File: config.mk
export PLATFORM = sky130hd
export DESIGN_NAME = register_fifo
export DESIGN_NICKNAME = d
export VERILOG_FILES = /design/src/rtl/fifo_pkg.sv /design/src/rtl/register_nb.sv /design/src/rtl/register_fifo.sv
export SDC_FILE = /design/constraint.sdc
export NUM_CORES = 1
export LEC_CHECK = 0
export ABC_AREA = 1
export BUFFER_PORTS_ARGS = -buffer_cell sky130_fd_sc_hd__buf_4
export CAP_MARGIN = 20
export CORE_UTILIZATION = 58
export CTS_CLUSTER_DIAMETER = 60
export DETAILED_ROUTE_END_ITERATION = 10
export GPL_TIMING_DRIVEN = 0
export PLACE_DENSITY = 0.77
export SLEW_MARGIN = 10
export SYNTH_ARGS = -nofsm -noshare
export SYNTH_HDL_FRONTEND = slang
export SYNTH_HIERARCHICAL = 1
export SYNTH_SLANG_ARGS = --single-unit
export TNS_END_PERCENT = 20
File: constraint.sdc
create_clock -name clk -period 2 [get_ports clk]
set_input_delay 0.3 -clock clk [delete_from_list [all_inputs] [get_ports clk]]
set_output_delay 0.3 -clock clk [all_outputs]
set_load 0.02 [all_outputs]
File: src/rtl/fifo_pkg.sv
// Shared sizing and pointer helpers for the register-based FIFO.
// Pointer and count widths are derived here so every file agrees on them.
package fifo_pkg;

  function automatic int unsigned ptr_width(input int unsigned depth);
    return (depth <= 2) ? 1 : $clog2(depth);
  endfunction

  function automatic int unsigned cnt_width(input int unsigned depth);
    return $clog2(depth + 1);
  endfunction

  // Wraps with an explicit compare so non-power-of-two depths stay in range.
  function automatic int unsigned incr_wrap(input int unsigned ptr,
                                            input int unsigned depth);
    return (ptr == depth - 1) ? 0 : ptr + 1;
  endfunction

endpackage

File: src/rtl/register_nb.sv
// NBITS-wide enable register with asynchronous active-high reset.
// Used for every storage entry, both pointers and the occupancy count.
module register_nb #(
  parameter int NBITS = 8
) (
  input  logic             clk,
  input  logic             rst,
  input  logic             en,
  input  logic [NBITS-1:0] d,
  output logic [NBITS-1:0] q
);

  always_ff @(posedge clk or posedge rst) begin
    if (rst) begin
      q <= '0;
    end else if (en) begin
      q <= d;
    end
  end

endmodule

File: src/rtl/register_fifo.sv
// Parametrised FIFO with val/rdy handshakes, occupancy count and synchronous flush.
// All outputs come from registered state; no input-to-output paths exist.
module register_fifo
  import fifo_pkg::*;
#(
  parameter int NBITS = 8,
  parameter int DEPTH = 4
) (
  input  logic                       clk,
  input  logic                       rst,
  input  logic                       clear,
  input  logic                       enq_val,
  output logic                       enq_rdy,
  input  logic [NBITS-1:0]           enq_msg,
  output logic                       deq_val,
  input  logic                       deq_rdy,
  output logic [NBITS-1:0]           deq_msg,
  output logic [$clog2(DEPTH+1)-1:0] count
);

  localparam int PW = ptr_width(DEPTH);
  localparam int CW = cnt_width(DEPTH);

  logic [PW-1:0]    wr_ptr_q, wr_ptr_d;
  logic [PW-1:0]    rd_ptr_q, rd_ptr_d;
  logic [CW-1:0]    count_q, count_d;
  logic [NBITS-1:0] entry_q [DEPTH];

  logic enq_fire, deq_fire;
  logic wr_ptr_en, rd_ptr_en, count_en;

  assign enq_rdy = (count_q != CW'(DEPTH));
  assign deq_val = (count_q != '0);
  assign count   = count_q;

  // clear wins over both handshakes, so neither side may fire under it.
  assign enq_fire = enq_val && enq_rdy && !clear;
  assign deq_fire = deq_val && deq_rdy && !clear;

  always_comb begin
    wr_ptr_d  = wr_ptr_q;
    rd_ptr_d  = rd_ptr_q;
    count_d   = count_q;
    wr_ptr_en = 1'b0;
    rd_ptr_en = 1'b0;
    count_en  = 1'b0;
    if (clear) begin
      wr_ptr_d  = '0;
      rd_ptr_d  = '0;
      count_d   = '0;
      wr_ptr_en = 1'b1;
      rd_ptr_en = 1'b1;
      count_en  = 1'b1;
    end else begin
      if (enq_fire) begin
        wr_ptr_d  = PW'(incr_wrap(int'(wr_ptr_q), DEPTH));
        wr_ptr_en = 1'b1;
      end
      if (deq_fire) begin
        rd_ptr_d  = PW'(incr_wrap(int'(rd_ptr_q), DEPTH));
        rd_ptr_en = 1'b1;
      end
      if (enq_fire && !deq_fire) begin
        count_d  = count_q + CW'(1);
        count_en = 1'b1;
      end else if (deq_fire && !enq_fire) begin
        count_d  = count_q - CW'(1);
        count_en = 1'b1;
      end
    end
  end

  register_nb #(.NBITS(PW)) u_wr_ptr (
    .clk (clk),
    .rst (rst),
    .en  (wr_ptr_en),
    .d   (wr_ptr_d),
    .q   (wr_ptr_q)
  );

  register_nb #(.NBITS(PW)) u_rd_ptr (
    .clk (clk),
    .rst (rst),
    .en  (rd_ptr_en),
    .d   (rd_ptr_d),
    .q   (rd_ptr_q)
  );

  register_nb #(.NBITS(CW)) u_count (
    .clk (clk),
    .rst (rst),
    .en  (count_en),
    .d   (count_d),
    .q   (count_q)
  );

  for (genvar i = 0; i < DEPTH; i++) begin : g_entry
    register_nb #(.NBITS(NBITS)) u_entry (
      .clk (clk),
      .rst (rst),
      .en  (enq_fire && (wr_ptr_q == PW'(i))),
      .d   (enq_msg),
      .q   (entry_q[i])
    );
  end

  // Read mux is a compare chain so pointer codes >= DEPTH never index out of range.
  always_comb begin
    deq_msg = '0;
    for (int k = 0; k < DEPTH; k++) begin
      if (rd_ptr_q == PW'(k)) deq_msg = entry_q[k];
    end
  end

endmodule

Yosys cells after proc, flatten, opt, wreduce, memory -nomap -nowiden
Index checks and enable logic that the tools add are counted.
- eq/ne operators: 7
- add/subtract/negate cells: 4
- multiplexer cells: 20
- reduce and logical (&&, ||, !) cells: 22
- operators with widths (cell ; number):
    $mux 8 ; 4
    $mux 2 ; 6
    $logic_and 1x1->1 ; 10
    $mux 3 ; 3
    $eq 2x2->1 const B ; 4
    $mux 1 ; 7
    $reduce_and 2->1 ; 3
    $reduce_bool 3->1 ; 2
    $add 2x1->2 const B ; 2
    $eq 2x1->1 const B ; 2
    $logic_not 2->1 ; 2
    $reduce_bool 2->1 ; 2
    $add 3x1->3 const B ; 1
    $logic_not 1->1 ; 3
    $ne 3x3->1 const B ; 1
    $sub 3x1->3 const B ; 1
- bits in registers: 39
- word-level logic and storage cells: 60
- output and inout bits: 13

Depth between registers and ports, before layout
- depth in word-level cells: 9
- depth in mapped cells: 13

Cells and area by module
The synthesis kept the hierarchy.
- modules (own cells, without submodules) (module ; area each (µm²) ; cells each ; instances ; seq. area each (µm²)):
    register_nb (g_entry[0].u_entry ...) ; 309.0 ; 35 ; 4 ; 200.2
    register_fifo ; 784.5 ; 142 ; 1 ; 0.0
    register_nb (u_rd_ptr ...) ; 80.1 ; 10 ; 2 ; 50.0
    register_nb (u_count) ; 116.4 ; 14 ; 1 ; 75.1

Least setup slack after synthesis
OpenSTA, ideal clock, no wires.
- kind: reg-to-reg
- from: reg u_count.q[0]
- to: reg u_count.q[2]
- arrival time: 1.717 ns
- cell stages (with the launch flop): 14
- period minus slack after synthesis: 1.835 ns
- setup slack: 0.165 ns
- cells stage by stage: dfrtp_1 > inv_1 > ha_1 > nand2_2 > nand3_4 > inv_1 > ha_1 > inv_1 > nand2_1 > nand3_1 > nand2_1 > nor2_1 > nand2_1 > nand2_1
- elaborated cells between the ends (all ways): 20
- RTL lines (item ; RTL line ; RTL):
    from (decl) ; register_nb.sv:10 ; output logic [NBITS-1:0] q
    from (signal assigned) ; register_nb.sv:15 ; q <= '0;
    from (signal assigned) ; register_nb.sv:17 ; q <= d;
    $ne 3x3->1 ; register_fifo.sv:32 ; assign enq_rdy = (count_q != CW'(DEPTH));
    named net enq_rdy ; register_fifo.sv:13 ; output logic enq_rdy,
    $logic_and 1x1->1 (2 in a row) ; register_fifo.sv:37 ; assign enq_fire = enq_val && enq_rdy && !clear;
    $logic_and 1x1->1 ; register_fifo.sv:63 ; if (enq_fire && !deq_fire) begin
    $mux 3 ; register_fifo.sv:63 ;
    $mux 3 ; register_fifo.sv:47 ; if (clear) begin
    named net count_d[2] ; register_fifo.sv:26 ; logic [CW-1:0] count_q, count_d;
The timed path passes the listed nets, and every way through them passes these cells. The select of a mux whose other input is x is not followed.
A chain may end at the register's enable or synchronous reset.

Worst setup path after layout
- from: reg u_rd_ptr.q[0]
- to: out deq_msg[5]
- longest elaborated chain between the ends: 5
- elaborated cells between the ends (all ways): 8
- RTL lines (item ; RTL line ; RTL):
    from (decl) ; register_nb.sv:10 ;
    from (signal assigned) ; register_nb.sv:15 ;
    from (signal assigned) ; register_nb.sv:17 ;
    $logic_not 2->1 ; register_fifo.sv:111 ; if (rd_ptr_q == PW'(k)) deq_msg = entry_q[k];
    $mux 8 (3 in a row) ; register_fifo.sv:111 ;
    $mux 8 (*) ; register_fifo.sv:111 ;
    to (decl) ; register_fifo.sv:17 ; output logic [NBITS-1:0] deq_msg,
Every way passes the cells marked *; elsewhere a longest branch is shown, timed or not.

==> Implementation_results.wiki <==
{| class="wikitable"
! Metric !! Value
|-
| Routed wirelength normalized by instance count || 12.91 um
|-
| Number of core rows || 22
|-
| Final critical path time including I/O delays and setup || 1.960 ns
|-
| Final core area utilization || 74.68%
|-
| Number of nets produced by synthesis || 342
|-
| Worst reg-to-reg path cell count || 12
|-
| Die W || 64.94 um
|-
| Flip-flop and latch count after synthesis || 39
|-
| Setup repair after global routing missed its margin || yes
|-
| Static leakage power || 1.566 nW
|-
| Final Skew || 0.003942 ns
|-
| Kind of path behind the tightest hold check || in2reg
|-
| Final cell area excluding filler cells || 0.002775 sq mm
|-
| Overall overflow remaining after global route || 0
|-
| GP Congestion || 0.8626
|-
| Vias in the first global route || 1726
|-
| Mapped Cells || 316
|-
| # clock sinks || 39
|-
| Worst Setup Slack post-DPL || 0.1021 ns
|-
| Number of design rule violations left after detail routing || 0
|-
| Number of detailed-routing iterations run before antenna repair || 4
|-
| First-pass GRT wire length || 8135 um
|-
| Hold path cells || 3
|-
| Filler cells || 296
|-
| GR Util All Layers || 26.66%
|-
| Remaining max-slew budget at the tightest pin || 78.66%
|-
| Clock slew at reported path FFs || 0.07 ns
|-
| Most area-hungry cell type in the Yosys netlist || sky130_fd_sc_hd__dfrtp_1
|-
| Final worst-path setup slack || 0.04018 ns
|-
| Result of the run || finished, final reports clean
|-
| Count of final max-slew check failures || 0
|-
| Port Buffers || 25
|-
| Initial cell density of the core || 61.82%
|-
| Count of inserted antenna diode cells || 0
|-
| Number of antenna-violating nets in the routed design || 0
|-
| Maximum vdd drop || 0.0008940 V
|-
| Post-detailed-placement half-perimeter wirelength || 3629 um
|-
| Pin count of the biggest net entering global routing || 11
|-
| Portion of the post-synthesis area used by sequential elements || 42.48%
|-
| Post-synthesis instance area || 0.002297 sq mm
|-
| Period Utilization, post-route || 97.99%
|-
| Total length of routed wires || 5163 um
|-
| Clock buffers created by TritonCTS || 5
|-
| Worst-skew pair later-pin latency || 0.29 ns
|-
| Measured slew at the worst slew-check pin || 0.3197 ns
|-
| Setup violators final || 0
|-
| Delay of the slowest cell on the worst path || 0.45 ns
|-
| Number of H-tree branching levels || 2
|-
| Overall die height || 64.94 um
|-
| Worst Setup End Kind || output port
|-
| FFs w/ async S/R, synth || 100.0%
|-
| Clock tree from TritonCTS || built
|-
| Power per cell area || 1318 mW/mm^2
|-
| Initial drt markers || 195
|-
| Most numerous cell types in the synthesized netlist || sky130_fd_sc_hd__nand2_1, sky130_fd_sc_hd__dfrtp_1, sky130_fd_sc_hd__inv_1
|-
| Count of final hold-check violations || 0
|-
| Share of layout cells above drive strength 1 || 23.58%
|-
| Total of max-cap violations || 0
|-
| Post-synthesis average cell area || 7.270 sq um
|-
| Endpoint arrival time on the critical path || 1.66 ns
|-
| Die footprint || 0.004217 sq mm
|-
| Number of vias in the routed layout || 1952
|-
| Post-detailed-route via-to-cell ratio || 4.880
|-
| Clock root buffer master || sky130_fd_sc_hd__clkbuf_8
|-
| Area of placed instances || 0.002545 sq mm
|-
| Final-stage net count || 379
|-
| Fraction of post-synthesis cell area in the top cell type by area || 42.48%
|-
| CP max-delay cell || sky130_fd_sc_hd__dfrtp_2
|-
| Maximum clock rate || 510.3 MHz
|-
| Count of flip-flops with a built-in enable after synthesis || 0
|-
| Startpoint kind of the worst setup timing path || flop
|-
| Maximum net fanout on the critical path || 8
|-
| Endpoint required time on the critical path || 1.70 ns
|-
| Cell variety after synth || 17
|-
| Critical path, cell by cell || ha_4 > buf_6 > nor2_8 > nand2_2 > nand2_1 > nand2_1 > nand2_1 > buf_6
|-
| Ports || 26
|-
| Antenna violations before repair || 0
|-
| Dominant synthesized flop cell || sky130_fd_sc_hd__dfrtp_1
|-
| Worst hold-check slack || 0.2551 ns
|-
| Worst setup path category || reg2out
|-
| Warnings from Yosys || 6
|-
| Count leader, synth || sky130_fd_sc_hd__nand2_1
|-
| Relative area change from synthesis to final layout || 20.81%
|-
| Most repeated library cell on the critical path || sky130_fd_sc_hd__nand2_1
|-
| Core area || 0.003716 sq mm
|-
| Cell types with the largest area share after synthesis || sky130_fd_sc_hd__dfrtp_1, sky130_fd_sc_hd__nand2_1, sky130_fd_sc_hd__ha_1
|-
| Maximum clock insertion buffer count || 2
|}
## worst max-delay path, delay by kind of cell, from the launching register on
family	cells	cell delay (ns)
adders and majority gates	1	0.18
and+or+nand+nor	5	0.49
buffers and inverters	2	0.25
DFF	1	0.45
## layout by cell type (no fill, tap or decap)
cell and count:
sky130_fd_sc_hd__ha_4 3, sky130_fd_sc_hd__nand3_1 5, sky130_fd_sc_hd__a21oi_1 15, sky130_fd_sc_hd__buf_2 1, sky130_fd_sc_hd__dlygate4sd3_1 1, sky130_fd_sc_hd__buf_6 13
sky130_fd_sc_hd__o21ai_2 1, sky130_fd_sc_hd__dfrtp_1 37, sky130_fd_sc_hd__o21ai_0 3, sky130_fd_sc_hd__inv_2 10, sky130_fd_sc_hd__clkbuf_16 1, sky130_fd_sc_hd__clkbuf_8 5
sky130_fd_sc_hd__buf_8 1, sky130_fd_sc_hd__buf_4 23, sky130_fd_sc_hd__nand2_1 162, sky130_fd_sc_hd__inv_1 29, sky130_fd_sc_hd__ha_1 9, sky130_fd_sc_hd__nor2_1 7
sky130_fd_sc_hd__nand3_4 2, sky130_fd_sc_hd__a21oi_2 4, sky130_fd_sc_hd__dfrtp_2 2, sky130_fd_sc_hd__nor2_8 1, sky130_fd_sc_hd__nand2_2 14, sky130_fd_sc_hd__clkinv_2 1
sky130_fd_sc_hd__clkbuf_1 1, sky130_fd_sc_hd__ha_2 1
## kinds of logic (layout without fill, tap and decap cells)
logic type	count (synthesis)	after routing	synth area share [%]
DFF	39	39	42.48
and+or+nand+nor	191	191	33.61
AOI/OAI and AO/OA	23	23	5.501
adders and majority gates	13	13	7.081
buffers and inverters	50	86	11.33
## power breakdown
group,total [mW],switching [mW],internal (mW),leakage [nW]
logic,1.85,1.07,0.780,1.03
clock network,0.481,0.249,0.232,0.0371
registers,1.33,0.232,1.10,0.504
## flip-flops by register name, summed over array words and instances (netlist names)
name	cells
g_entry.u_entry/q	32
u_count/q	3
u_rd_ptr/q	2
u_wr_ptr/q	2
## what timing repair did
action | 4_1_cts | 5_1_grt
resized for setup | 1 | 34
buffers inserted | 0 | 3
endpoints found under the hold margin | 7 | 0
pin swaps | 1 | 7
setup endpoints to repair | 6 | 11
cloned | 0 | 2
hold buffers | 1 | 0
## worst paths after layout
kind	start	end	slack (ns)
hold reg to reg	g_entry[3].u_entry/q[1]	g_entry[3].u_entry/q[1]	0.48
setup / recovery	u_rd_ptr/q[0]	deq_msg[5]	0.04
hold / removal	enq_msg[5]	g_entry[1].u_entry/q[5]	0.26
max in group asynchronous	rst	g_entry[3].u_entry/q[2]	1.19
setup reg to reg	u_count/q[1]	u_count/q[2]	0.15
min in group asynchronous	rst	u_rd_ptr/q[0]	0.46
## per-layer routing
layer | share of wire [%] | GRT usage (%) | vias up | wire, um
li1 | - | - | 1010 | -
met1 | 46 | 34.68 | 871 | 2364
met2 | 47 | 42.71 | 62 | 2441
met3 | 4.8 | 5.986 | 9 | 250
met4 | 2.1 | 10.56 | 0 | 107
met5 | 0 | 0 | - | 0
## layout make-up
class,count,area (sq um),area share (%)
buffer,9,105.1,3.787
inverter,40,151.4,5.455
tap,48,60.06,2.164
clock buffer,6,72.57,2.615
timing repair buffer,31,269.0,9.693
sequential,39,978.4,35.26
multi-input combinational,227,1139,41.03
## metrics by stage
step | power [mW] | setup TNS, ns | instances
5_1_grt | 3.947 | -0.07323 | 400
3_5_place_dp | 2.912 | 0 | 389
4_1_cts | 3.397 | 0 | 396
3_3_place_gp | 2.870 | 0 | 389
6_report | 3.658 | 0 | 400
2_1_floorplan | 2.363 | 0 | 316
Note: power is estimated with default switching activity, not from simulation.
